===== src/rtl/regfile_sequencer_pkg.sv =====
// Shared definitions for the register-file/ALU control sequencer:
// opcode values, ALU operation encoding, FSM states and the decoder output bundle.
package regfile_sequencer_pkg;

  localparam int DATA_W = 8;
  localparam int SEL_W  = 2;
  localparam int CNT_W  = 8;

  localparam logic [3:0] OP_NOP  = 4'h0;
  localparam logic [3:0] OP_ADD  = 4'h1;
  localparam logic [3:0] OP_SUB  = 4'h2;
  localparam logic [3:0] OP_AND  = 4'h3;
  localparam logic [3:0] OP_OR   = 4'h4;
  localparam logic [3:0] OP_XOR  = 4'h5;
  localparam logic [3:0] OP_MOV  = 4'h6;
  localparam logic [3:0] OP_LDI  = 4'h7;
  localparam logic [3:0] OP_HALT = 4'hF;

  typedef enum logic [2:0] {
    ALU_ADD    = 3'd0,
    ALU_SUB    = 3'd1,
    ALU_AND    = 3'd2,
    ALU_OR     = 3'd3,
    ALU_XOR    = 3'd4,
    ALU_PASS_B = 3'd5
  } alu_op_e;

  typedef enum logic [2:0] {
    S_IDLE   = 3'd0,
    S_DECODE = 3'd1,
    S_EXEC   = 3'd2,
    S_IMM    = 3'd3,
    S_WB     = 3'd4,
    S_HALT   = 3'd5
  } state_e;

  // is_alu covers MOV too: it is an ALU pass-through of port B.
  typedef struct packed {
    alu_op_e alu_op;
    logic    is_alu;
    logic    is_ldi;
    logic    is_halt;
    logic    illegal;
  } decode_t;

endpackage


===== src/rtl/regfile_sequencer_instr_decoder.sv =====
// Combinational opcode decoder: classifies the latched opcode and picks the ALU operation.
module regfile_sequencer_instr_decoder
  import regfile_sequencer_pkg::*;
(
  input  logic [3:0] opcode,
  output decode_t    dec
);

  always_comb begin
    dec        = '0;
    dec.alu_op = ALU_ADD;
    case (opcode)
      OP_NOP: ;
      OP_ADD: begin dec.is_alu = 1'b1; dec.alu_op = ALU_ADD;    end
      OP_SUB: begin dec.is_alu = 1'b1; dec.alu_op = ALU_SUB;    end
      OP_AND: begin dec.is_alu = 1'b1; dec.alu_op = ALU_AND;    end
      OP_OR:  begin dec.is_alu = 1'b1; dec.alu_op = ALU_OR;     end
      OP_XOR: begin dec.is_alu = 1'b1; dec.alu_op = ALU_XOR;    end
      OP_MOV: begin dec.is_alu = 1'b1; dec.alu_op = ALU_PASS_B; end
      OP_LDI:  dec.is_ldi  = 1'b1;
      OP_HALT: dec.is_halt = 1'b1;
      default: dec.illegal = 1'b1;
    endcase
  end

endmodule


===== src/rtl/regfile_sequencer.sv =====
// Multi-cycle control FSM for the 4x8 register file and external ALU.
// Handshake: a byte on instr_data is consumed on a rising edge where instr_valid && instr_ready.
module regfile_sequencer
  import regfile_sequencer_pkg::*;
#(
  parameter int DATA_W_P = DATA_W,
  parameter int SEL_W_P  = SEL_W,
  parameter int CNT_W_P  = CNT_W
) (
  input  logic                clk,
  input  logic                reset,
  input  logic                instr_valid,
  input  logic [DATA_W_P-1:0] instr_data,
  output logic                instr_ready,
  input  logic                resume,
  input  logic [DATA_W_P-1:0] alu_result,
  output logic                write_en,
  output logic [SEL_W_P-1:0]  write_sel,
  output logic [SEL_W_P-1:0]  port_a_sel,
  output logic [SEL_W_P-1:0]  port_b_sel,
  output logic [2:0]          alu_op,
  output logic [DATA_W_P-1:0] wr_data,
  output logic                halted,
  output logic                illegal_op,
  output logic [CNT_W_P-1:0]  retired,
  output state_e              fsm_state
);

  state_e              state_q, state_d;
  logic [DATA_W_P-1:0] ir_q, imm_q;
  logic [CNT_W_P-1:0]  retired_q;
  logic [2:0]          alu_op_q;
  logic                ir_load, imm_load, alu_load, retire;
  decode_t             dec;

  regfile_sequencer_instr_decoder u_decoder (
    .opcode (ir_q[7:4]),
    .dec    (dec)
  );

  always_comb begin
    state_d     = state_q;
    instr_ready = 1'b0;
    write_en    = 1'b0;
    illegal_op  = 1'b0;
    halted      = 1'b0;
    ir_load     = 1'b0;
    imm_load    = 1'b0;
    alu_load    = 1'b0;
    retire      = 1'b0;
    case (state_q)
      S_IDLE: begin
        instr_ready = 1'b1;
        if (instr_valid) begin
          ir_load = 1'b1;
          state_d = S_DECODE;
        end
      end
      S_DECODE: begin
        if (dec.illegal) begin
          illegal_op = 1'b1;
          state_d    = S_IDLE;
        end else if (dec.is_ldi) begin
          state_d = S_IMM;
        end else if (dec.is_halt) begin
          retire  = 1'b1;
          state_d = S_HALT;
        end else if (dec.is_alu) begin
          alu_load = 1'b1;
          state_d  = S_EXEC;
        end else begin
          retire  = 1'b1;
          state_d = S_IDLE;
        end
      end
      S_EXEC: state_d = S_WB;
      S_IMM: begin
        instr_ready = 1'b1;
        if (instr_valid) begin
          imm_load = 1'b1;
          state_d  = S_WB;
        end
      end
      S_WB: begin
        write_en = 1'b1;
        retire   = 1'b1;
        state_d  = S_IDLE;
      end
      S_HALT: begin
        halted = 1'b1;
        if (resume) state_d = S_IDLE;
      end
      default: state_d = S_IDLE;
    endcase
  end

  always_ff @(posedge clk) begin
    if (reset) begin
      state_q   <= S_IDLE;
      ir_q      <= '0;
      imm_q     <= '0;
      retired_q <= '0;
      alu_op_q  <= '0;
    end else begin
      state_q <= state_d;
      if (ir_load)  ir_q      <= instr_data;
      if (imm_load) imm_q     <= instr_data;
      if (alu_load) alu_op_q  <= dec.alu_op;
      if (retire)   retired_q <= retired_q + CNT_W_P'(1);
    end
  end

  // Selects come straight from IR, so they stay stable from DECODE through WB.
  assign port_a_sel = ir_q[3:2];
  assign port_b_sel = ir_q[1:0];
  assign write_sel  = ir_q[3:2];
  assign wr_data    = dec.is_ldi ? imm_q : alu_result;
  assign alu_op     = alu_op_q;
  assign retired    = retired_q;
  assign fsm_state  = state_q;

endmodule


===== config.mk =====
export PLATFORM = sky130hd
export DESIGN_NAME = regfile_sequencer
export DESIGN_NICKNAME = d
export VERILOG_FILES = /design/src/rtl/regfile_sequencer_pkg.sv /design/src/rtl/regfile_sequencer_instr_decoder.sv /design/src/rtl/regfile_sequencer.sv
export SDC_FILE = /design/constraint.sdc
export NUM_CORES = 1
export LEC_CHECK = 0
export ABC_AREA = 1
export ABC_CLOCK_PERIOD_IN_PS = 3800
export BUFFER_PORTS_ARGS = -buffer_cell sky130_fd_sc_hd__buf_2
export CAP_MARGIN = 20
export CORE_UTILIZATION = 25
export DETAILED_ROUTE_END_ITERATION = 6
export SYNTH_ARGS = -nofsm -noshare
export SYNTH_HDL_FRONTEND = slang
export SYNTH_HIERARCHICAL = 1
export SYNTH_SLANG_ARGS = --single-unit

===== constraint.sdc =====
create_clock -name clk -period 3.8 [get_ports clk]
set_clock_uncertainty 0.05 [all_clocks]
set_input_delay 0.57 -clock clk [delete_from_list [all_inputs] [get_ports clk]]
set_output_delay 0.57 -clock clk [all_outputs]
set_load 0.02 [all_outputs]

==> results.sh, run 1 <==
export IMPL_status="finished, final reports clean"
export IMPL_firstDrtPassIters=4
export IMPL_drive_gt1_share_pct=26.5
export IMPL_gr_usage_met1_pct=16.1
export IMPL_combPwrFrac_pct=26.0
export IMPL_worstSkewPairLatency_ns=0.28
export IMPL_vdd_drop_max_uv=195
export IMPL_r2r_end="retired[1]$_SDFFE_PP0P_"
export IMPL_clkTransAtPathRegs_ns=0.06
export IMPL_tns_ns=0
export IMPL_critPathCaptureType="output port"
export IMPL_synth_area_leader_cell="dfxtp_1"
export IMPL_hold_path_class="register to register"
export IMPL_power_uw=814
export IMPL_cts_buffers_inserted=5
export IMPL_synth_area_top_cells="dfxtp_1, nand2_1, a21oi_1"
export IMPL_grt_usage_pct=12.1
export IMPL_yosysWarningCount=6
export IMPL_grt_pass1_wl_um=6780
export IMPL_setup_violations=0
export IMPL_finalCriticalPeriod_ns=2.24
export IMPL_worstHoldPathCells=2
export IMPL_avgRoutedWirePerCell_um=10.4
export IMPL_dp_hpwl_um=2980
export IMPL_hold_viol_final=0
export IMPL_root_buffer="clkbuf_8"
export IMPL_initialDrtViolationCount=57
export IMPL_p_leak_uw=0.000928
export IMPL_maxCapViolations=0
export IMPL_ys_seq_elements=30
export IMPL_worstSetupPathType="register to output port"
export IMPL_required_ns=3.18
export IMPL_rsz0062_at_grt="false"
export IMPL_vias=1619
export IMPL_wl_um=3850
export IMPL_rr_worst_depth=8
export IMPL_synth_distinct_cells=25
export IMPL_start_kind="register"
export IMPL_synth_fp_nets=267
export IMPL_dieArea_mm2=0.00686
export IMPL_routabilityCongestion=0.755
export IMPL_p_int_uw=543
export IMPL_netSwitchingFraction_pct=33.3
export IMPL_worst_pin_slew_ns=0.434
export IMPL_p_seq_share_pct=43.6
export IMPL_grt_pass1_vias=1498
export IMPL_hold_buffers=0
export IMPL_antenna_cells=0
export IMPL_p_switching_uw=271
export IMPL_layout_cells_most_common="nand2_1"
export IMPL_min_delay_start="imm_q[6]$_SDFFE_PP0P_"
export IMPL_netlist_area_mm2=0.00163
export IMPL_fmax_mhz=447
export IMPL_hold_end="imm_q[6]$_SDFFE_PP0P_"
export IMPL_ant_nets=0
export IMPL_die_h_um=82.8
export IMPL_cts_tree="yes"
export IMPL_cp_max_fo=17
export IMPL_met2_usage_pct=17.7
export IMPL_yosysTopAreaCellShare_pct=36.8
export IMPL_min_period_over_period_pct=58.8
export IMPL_fp_row_count=29
export IMPL_maxSlewHeadroom_pct=71.1
export IMPL_die_width_um=82.8
export IMPL_vias_per_cell=4.40
export IMPL_antenna_found_initial=0
export IMPL_io_pins=52
export IMPL_clockBufferDepth=2
export IMPL_arrival_ns=1.62
export IMPL_avgSynthCellArea_um2=6.64
export IMPL_grt_overflow=0
export IMPL_drc_errors=0
export IMPL_htreeDepth=2
export IMPL_start_util_pct=25.9
export IMPL_final_cell_mix="nand2_1, buf_2, dfxtp_1, inv_1, nor2_1"
export IMPL_clkPwrFrac_pct=30.3
export IMPL_clock_sinks=30
export IMPL_cts_resized=0
export IMPL_use_met3_pct=3.58
export IMPL_synth_seq_area_share_pct=36.8
export IMPL_grt_busiest_layer="met2"
export IMPL_power_density_mw_per_mm2=409
export IMPL_rr_startpoint="ir_q[4]$_SDFFE_PP0P_"
export IMPL_post_cts_buffers=0
export IMPL_synth_cells=246
export IMPL_area_delta_synth_final_pct=21.9
export IMPL_final_max_slew_viol_count=0
export IMPL_coreArea_mm2=0.00631
export IMPL_final_nets=313
export IMPL_reg2reg_slack_ns=2.21
export IMPL_grt_max_degree=18
export IMPL_port_buffers=51
-- layer usage --
layer	share of wire [%]	vias to the layer above	wire (um)
met3	7.4	10	284
met4	2.6	0	99
met2	39	60	1510
met5	0	-	0
li1	-	869	-
met1	51	680	1960
-- registers in the layout, summed over array words and instances (netlist names) --
signal and count:
alu_op 3, fsm_state 3, imm_q 8, ir_q 8
retired 8
-- stage by stage --
stage / setup WS, ns / instances / area [um2] / hold slack, ns / utilization (%)
finish: 1.56 / 368 / 1990 / 0.406 / 31.5
global placement: 1.91 / 362 / 1910 / 0.398 / 30.2
floorplan: 1.70 / 246 / 1630 / 0.372 / -
global route: 1.34 / 368 / 1990 / 0.432 / 31.5
CTS: 1.52 / 368 / 1990 / 0.414 / 31.5
detailed placement: 1.84 / 362 / 1910 / 0.404 / 30.2
-- cell type report --
type                            instances  area (um2)
Inverter                               34         128
Clock buffer                            6        82.6
Multi-Input combinational cell        170         828
Fill cell                             721        4320
Timing Repair Buffer                   51         255
Sequential cell                        30         601
Tap cell                               77        96.3
-- cells by family after synthesis --
group / synth area share [%]
simple gates: 31.4
buf+inv: 12.5
flops: 36.8
fa+ha+maj: 0.766
compound gates: 16.9
xor+xnor: 1.61
-- worst max-delay path, cell delays in order (launching register included) --
cell and delay (ns):
dfxtp_1 0.38, nand3_1 0.13, nor2_1 0.27, inv_2 0.19, o21ai_0 0.18, buf_2 0.18
-- synthesized netlist by cell type (all sizes together) --
library cell	number
a21oi	24
buf	9
clkbuf	3
dfxtp	30
ha	1
inv	34
nand2	60
nand3	21
nand3b	2
nand4	1
nor2	31
nor3	1
o21ai	26
xor2	3
-- power groups by stage --
stage	Combinational, uW	Clock, uW	Sequential, uW
global route	237	269	359
global placement	210	0	361
CTS	213	258	355
floorplan	145	0	372
detailed placement	212	0	362
finish	212	247	355
-- worst max path at each step --
stage	from	to	slack (ns)	depth (start not counted)
2_1_floorplan	ir_q[4]$_SDFFE_PP0P_	wr_data[0]	1.70	5
3_3_place_gp	ir_q[4]$_SDFFE_PP0P_	wr_data[5]	1.91	5
3_5_place_dp	ir_q[5]$_SDFFE_PP0P_	wr_data[6]	1.84	5
4_1_cts	ir_q[5]$_SDFFE_PP0P_	wr_data[6]	1.52	5
5_1_grt	ir_q[5]$_SDFFE_PP0P_	wr_data[7]	1.34	5
6_report	ir_q[4]$_SDFFE_PP0P_	wr_data[6]	1.56	5
No activity file was read; power rests on OpenSTA's default activity.
==> run 2, diff against run 1 <==
ABC_AREA = 0   (was 1)
ABC_CLOCK_PERIOD_IN_PS = 1900   (was 3800)
clock period = 1.9 ns   (was 3.8 ns; I/O delays follow)
==> run 2 against run 1 <==
  * Worst hold slack lost 0.21 ns
  * Combinational power grew 59%
  * Setup slack lost 1.6 ns
  * Critical path type is now register to register
  * Largest cell class unchanged
  * Largest power group unchanged
==> results.sh, run 2 <==
export IMPL_status="finished, final reports clean"
export IMPL_cp_max_fo=6
export IMPL_dp_hpwl_um=2900
export IMPL_max_stage_delay_ns=0.46
export IMPL_firstDrtPassIters=4
export IMPL_avgSynthCellArea_um2=8.16
export IMPL_clkTransAtPathRegs_ns=0.07
export IMPL_path_cells="nand3_4 > and2_4 > nor4b_4 > a31oi_1 > buf_4 > or4_1 > a21oi_1"
export IMPL_p_leak_uw=0.000950
export IMPL_io_pins=52
export IMPL_critPathCaptureType="register"
export IMPL_hold_viol_final=0
export IMPL_die_width_um=79.7
export IMPL_netlist_area_mm2=0.00151
export IMPL_root_buffer="clkbuf_8"
export IMPL_cpLargestDelayFamily="simple AND/OR/NAND/NOR gates"
export IMPL_synth_fp_nets=206
export IMPL_vias_per_cell=4.65
export IMPL_setup_ws_ns=0.00420
export IMPL_synth_common_cells="nand2_1, dfxtp_1, a21oi_1"
export IMPL_fmax_mhz=527
export IMPL_power_density_mw_per_mm2=749
export IMPL_setup_violations=0
export IMPL_min_period_over_period_pct=99.8
export IMPL_synth_seq_area_share_pct=39.8
export IMPL_synth_cells=185
export IMPL_antenna_found_initial=0
export IMPL_synth_distinct_cells=36
export IMPL_worstSkewPairLatency_ns=0.28
export IMPL_final_cell_mix="buf_2, nand2_1, dfxtp_1, a21oi_1, buf_4"
export IMPL_antenna_cells=0
export IMPL_arrival_ns=2.06
export IMPL_grt_overflow=0
export IMPL_vdd_drop_max_uv=369
export IMPL_die_h_um=79.7
export IMPL_start_util_pct=26.6
export IMPL_dieArea_mm2=0.00635
export IMPL_fp_row_count=27
export IMPL_yosysWarningCount=6
export IMPL_synth_async_reset_ratio_pct=0
export IMPL_rsz0062_at_grt="true"
export IMPL_clockBufferDepth=2
export IMPL_synth_area_leader_cell="dfxtp_1"
export IMPL_cp_slowest_cell="or4_1"
export IMPL_maxSlewHeadroom_pct=74.9
export IMPL_drc_errors=0
export IMPL_ant_nets=0
export IMPL_port_buffers=51
export IMPL_worstSetupPathType="register to register"
export IMPL_grt_pass1_vias=1354
export IMPL_ys_seq_elements=30
export IMPL_grt_usage_pct=12.8
export IMPL_coreArea_mm2=0.00568
export IMPL_finalCriticalPeriod_ns=1.90
export IMPL_avgRoutedWirePerCell_um=12.5
export IMPL_required_ns=2.06
export IMPL_synth_edf_count=0
export IMPL_worst_pin_slew_ns=0.375
export IMPL_cts_buffers_inserted=5
export IMPL_yosysMostFrequentCell="nand2_1"
export IMPL_hold_path_class="input port to register"
export IMPL_clock_sinks=30
export IMPL_vias=1517
export IMPL_final_nets=274
export IMPL_area_delta_synth_final_pct=46.2
export IMPL_htreeDepth=2
export IMPL_routabilityCongestion=0.735
export IMPL_wl_um=4070
export IMPL_grt_pass1_wl_um=6280
export IMPL_grt_max_degree=30
export IMPL_initialDrtViolationCount=46
export IMPL_cts_tree="yes"
export IMPL_ys_flop_type="dfxtp_1"
export IMPL_maxCapViolations=0
export IMPL_yosysTopAreaCellShare_pct=39.8
export IMPL_final_max_slew_viol_count=0
export IMPL_tns_ns=0
export IMPL_path_buf_inv=1
export IMPL_start_kind="register"
export IMPL_synth_area_top_cells="dfxtp_1, nand2_1, a21oi_1"
export IMPL_layout_cells_most_common="buf_2"
export IMPL_drive_gt1_share_pct=44.1
export IMPL_place_ws_ns=-0.0319
==> run 2: cell types whose count changed after synthesis, moves of 4 or more <==
cell / previous run / this run
inv_2: 5 / 0
mux2i_1: 0 / 4
o21ai_0: 22 / 4
inv_1: 29 / 3
nand3_1: 20 / 6
mux2_2: 0 / 10
nand2_1: 54 / 35
nand2_2: 6 / 0
nor2_1: 28 / 15
==> run 2: stage by stage <==
step / instance area, um2 / cells / total power (uW) / utilization [%] / hold slack [ns]
floorplan: 1510 / 185 / 877 / - / 0.371
global placement: 1930 / 315 / 981 / 34.0 / 0.393
detailed placement: 1930 / 315 / 987 / 34.0 / 0.397
CTS: 2080 / 325 / 1640 / 36.7 / 0.185
global route: 2210 / 326 / 1720 / 38.9 / 0.193
finish: 2210 / 326 / 1650 / 38.9 / 0.196
==> run 2: routing by layer <==
layer	GRT usage, %	vias up	routed length, um
met4	6.55	0	53
li1	-	778	-
met2	20.4	40	1980
met1	15.9	694	1820
met3	3.09	5	209
met5	0	-	0
==> run 2: where the power goes <==
group / internal [uW] / total [uW] / switching (uW)
logic: 159 / 337 / 179
registers: 654 / 678 / 24.6
clock network: 386 / 637 / 252
total: 1200 / 1650 / 455
==> run 2: what timing repair did <==
item | CTS | global route
setup buffers | 2 | 1
hold buffers | 0 | 0
resized for setup | 9 | 31
endpoints found under the setup margin | 13 | 20
pin swaps | 2 | 14
==> run 2: area by class of cell <==
cell class	instances	area [um2]
Sequential cell	30	606
Clock inverter	3	40.0
Clock buffer	5	68.8
Tap cell	72	90.1
Inverter	3	11.3
Timing Repair Buffer	75	492
Multi-Input combinational cell	138	898
Fill cell	604	3470
==> run 2: worst paths after layout <==
check / depth (start not counted) / endpoint / startpoint / slack (ns)
worst max register to register: 7 / retired[5]$_SDFFE_PP0P_ / ir_q[5]$_SDFFE_PP0P_ / 0.004
worst min-delay path: 3 / ir_q[3]$_SDFFE_PP0P_ / instr_data[3] / 0.20
worst min register to register: 2 / imm_q[0]$_SDFFE_PP0P_ / imm_q[0]$_SDFFE_PP0P_ / 0.41
worst max-delay path: 7 / retired[5]$_SDFFE_PP0P_ / ir_q[5]$_SDFFE_PP0P_ / 0.004
==> run 2: logic make-up after synthesis <==
kind of cell | Yosys count | share of synthesized area [%]
simple gates | 84 | 28.0
compound gates | 37 | 13.7
flops | 30 | 39.8
buf+inv | 17 | 6.38
mux | 14 | 10.1
xor+xnor | 2 | 1.16
fa+ha+maj | 1 | 0.829
==> run 2: worst reg2reg max path, delay by kind of cell (launching register included) <==
family	cells	cell delay (ns)
AO/OA/AOI/OAI	2	0.25
buffers and inverters	1	0.17
flip-flops	1	0.36
AND/OR/NAND/NOR	4	0.99
==> run 3, diff against run 2 <==
PLACE_DENSITY = 0.46   (was default)
==> run 3 against run 2 <==
  * The run now ends with negative setup slack left
  * Final cell count increased by 0.92%
  * Combinational power increased by 4%
  * First-iteration DRC count increased by 57%
  * Die area unchanged
  * Core utilization increased by 0.51 points
  * Register-to-register slack about the same
  * Via count increased by 0.13%
  * Worst hold slack about the same
  * Sequential cell count unchanged
  * Total power decreased by 5.8%
  * Critical path depth increased by 1
  * Design area increased by 1.3%
  * Largest cell class unchanged
  * Largest power group unchanged
==> results.sh, run 3 (synthesized netlist as in run 2, its figures left out) <==
export IMPL_status="finished, violations left"
export IMPL_violations="negative setup slack"
export IMPL_grt_pass1_vias=1347
export IMPL_rr_startpoint="ir_q[4]$_SDFFE_PP0P_"
export IMPL_cp_num_cells=8
export IMPL_hold_path_class="input port to register"
export IMPL_antenna_cells=0
export IMPL_final_util_pct=39.4
export IMPL_rsz0062_at_grt="true"
export IMPL_seq_area_um2=606
export IMPL_initialDrtViolationCount=72
export IMPL_arrival_ns=2.07
export IMPL_path_cells="buf_6 > and3_4 > and2_4 > nand2b_4 > a31oi_1 > buf_4 > or4_4 > a21oi_2"
export IMPL_final_nets=277
export IMPL_die_width_um=79.7
export IMPL_final_area_mm2=0.00223
export IMPL_r2r_end="retired[5]$_SDFFE_PP0P_"
export IMPL_maxCapViolations=0
export IMPL_rr_worst_depth=8
export IMPL_routabilityCongestion=0.744
export IMPL_tns_ns=-0.00554
export IMPL_drive_gt1_share_pct=44.7
export IMPL_drc_errors=0
export IMPL_start_util_pct=26.6
export IMPL_wl_um=4130
export IMPL_hold_buffers=0
export IMPL_cp_slowest_cell="or4_4"
export IMPL_vias=1519
export IMPL_fp_row_count=27
export IMPL_worstSetupPathType="register to register"
export IMPL_clkTransAtPathRegs_ns=0.06
export IMPL_setup_ws_ns=-0.00554
export IMPL_root_buffer="clkbuf_8"
export IMPL_grt_pass1_wl_um=6450
export IMPL_hold_viol_final=0
export IMPL_cts_buffers_inserted=5
export IMPL_vias_per_cell=4.62
export IMPL_vdd_drop_max_uv=266
export IMPL_start_kind="register"
export IMPL_required_ns=2.06
export IMPL_multi_input_comb_area_um2=911
export IMPL_grt_max_degree=30
export IMPL_max_stage_delay_ns=0.48
export IMPL_grt_overflow=0
export IMPL_min_period_over_period_pct=100
export IMPL_maxSlewHeadroom_pct=74.3
export IMPL_finalCriticalPeriod_ns=1.91
export IMPL_port_buffers=51
export IMPL_area_delta_synth_final_pct=48.1
export IMPL_cts_tree="yes"
export IMPL_firstDrtPassIters=4
export IMPL_fill_cells=601
export IMPL_path_buf_inv=2
export IMPL_layout_cells_most_common="buf_2"
export IMPL_cp_max_fo=7
export IMPL_fmax_mhz=525
export IMPL_htreeDepth=2
export IMPL_crit_start="ir_q[4]$_SDFFE_PP0P_"
export IMPL_cp_endpoint="retired[5]$_SDFFE_PP0P_"
export IMPL_final_cell_mix="buf_2, nand2_1, dfxtp_1, a21oi_1, buf_4"
export IMPL_dieArea_mm2=0.00635
export IMPL_ant_nets=0
export IMPL_grt_usage_pct=13.3
export IMPL_dp_hpwl_um=2830
export IMPL_antenna_found_initial=0
export IMPL_clockBufferDepth=2
export IMPL_coreArea_mm2=0.00568
export IMPL_critPathCaptureType="register"
export IMPL_io_pins=52
export IMPL_setup_violations=1
export IMPL_hold_slack_ns=0.197
export IMPL_die_h_um=79.7
export IMPL_avgRoutedWirePerCell_um=12.5
export IMPL_postPlaceCellArea_mm2=0.00193
export IMPL_reg2reg_slack_ns=-0.006
export IMPL_cpLargestDelayFamily="simple AND/OR/NAND/NOR gates"
export IMPL_worst_pin_slew_ns=0.384
export IMPL_p_leak_uw=0.000953
export IMPL_clock_sinks=30
export IMPL_final_max_slew_viol_count=0
export IMPL_power_density_mw_per_mm2=697
export IMPL_worstSkewPairLatency_ns=0.28
## run 3: through the flow
stage / std cells / total power, uW / setup WS (ns)
3_3_place_gp: 315 / 983 / -0.0567
2_1_floorplan: 185 / 877 / 0.00517
5_1_grt: 329 / 1640 / -0.121
3_5_place_dp: 315 / 983 / -0.0810
6_report: 329 / 1560 / -0.00554
4_1_cts: 324 / 1520 / -0.0614
## run 3: routing by layer
| layer | vias up | track usage, % | part of all wire (%) |
|---|---|---|---|
| li1 | 775 | - | - |
| met2 | 38 | 21.7 | 47 |
| met5 | - | 0 | 0 |
| met3 | 2 | 3.54 | 4.3 |
| met4 | 0 | 4.36 | 0.82 |
| met1 | 704 | 16.8 | 48 |
## run 3: area by class of cell
class	instances	share of cell area (%)
clock buffers	7	3.86
clock inverters	1	0.224
inverters	3	0.504
multi-input cells	138	40.8
flip-flops and latches	30	27.1
well taps	72	4.03
repair buffers	78	23.5
## run 3: where the power goes
| part | switching (uW) | total, uW | internal, uW |
|---|---|---|---|
| sequential | 22.2 | 676 | 654 |
| clock | 240 | 532 | 292 |
| combinational | 183 | 349 | 165 |
| total | 445 | 1560 | 1110 |
## run 3: timing repair
action | CTS | global route
pin swaps | 9 | 4
resized for setup | 11 | 34
setup buffers | 1 | 5
endpoints found under the setup margin | 13 | 19
## run 3: worst reg2reg max path: cells and delay by family, from the launching register on
family                 cells  cell delay, ns
and+or+nand+nor            4            0.93
DFF                        1            0.36
AOI/OAI and AO/OA          2            0.20
buffers and inverters      2            0.30
## run 3: worst min path at each step
stage | slack (ns) | startpoint | depth (start not counted) | end
global placement | 0.40 | imm_q[5]$_SDFFE_PP0P_ | 2 | imm_q[5]$_SDFFE_PP0P_
detailed placement | 0.40 | ir_q[1]$_SDFFE_PP0P_ | 2 | ir_q[1]$_SDFFE_PP0P_
floorplan | 0.37 | instr_data[0] | 2 | imm_q[0]$_SDFFE_PP0P_
finish | 0.20 | instr_data[6] | 3 | ir_q[6]$_SDFFE_PP0P_
global route | 0.20 | instr_data[6] | 3 | ir_q[6]$_SDFFE_PP0P_
CTS | 0.19 | instr_data[6] | 3 | ir_q[6]$_SDFFE_PP0P_
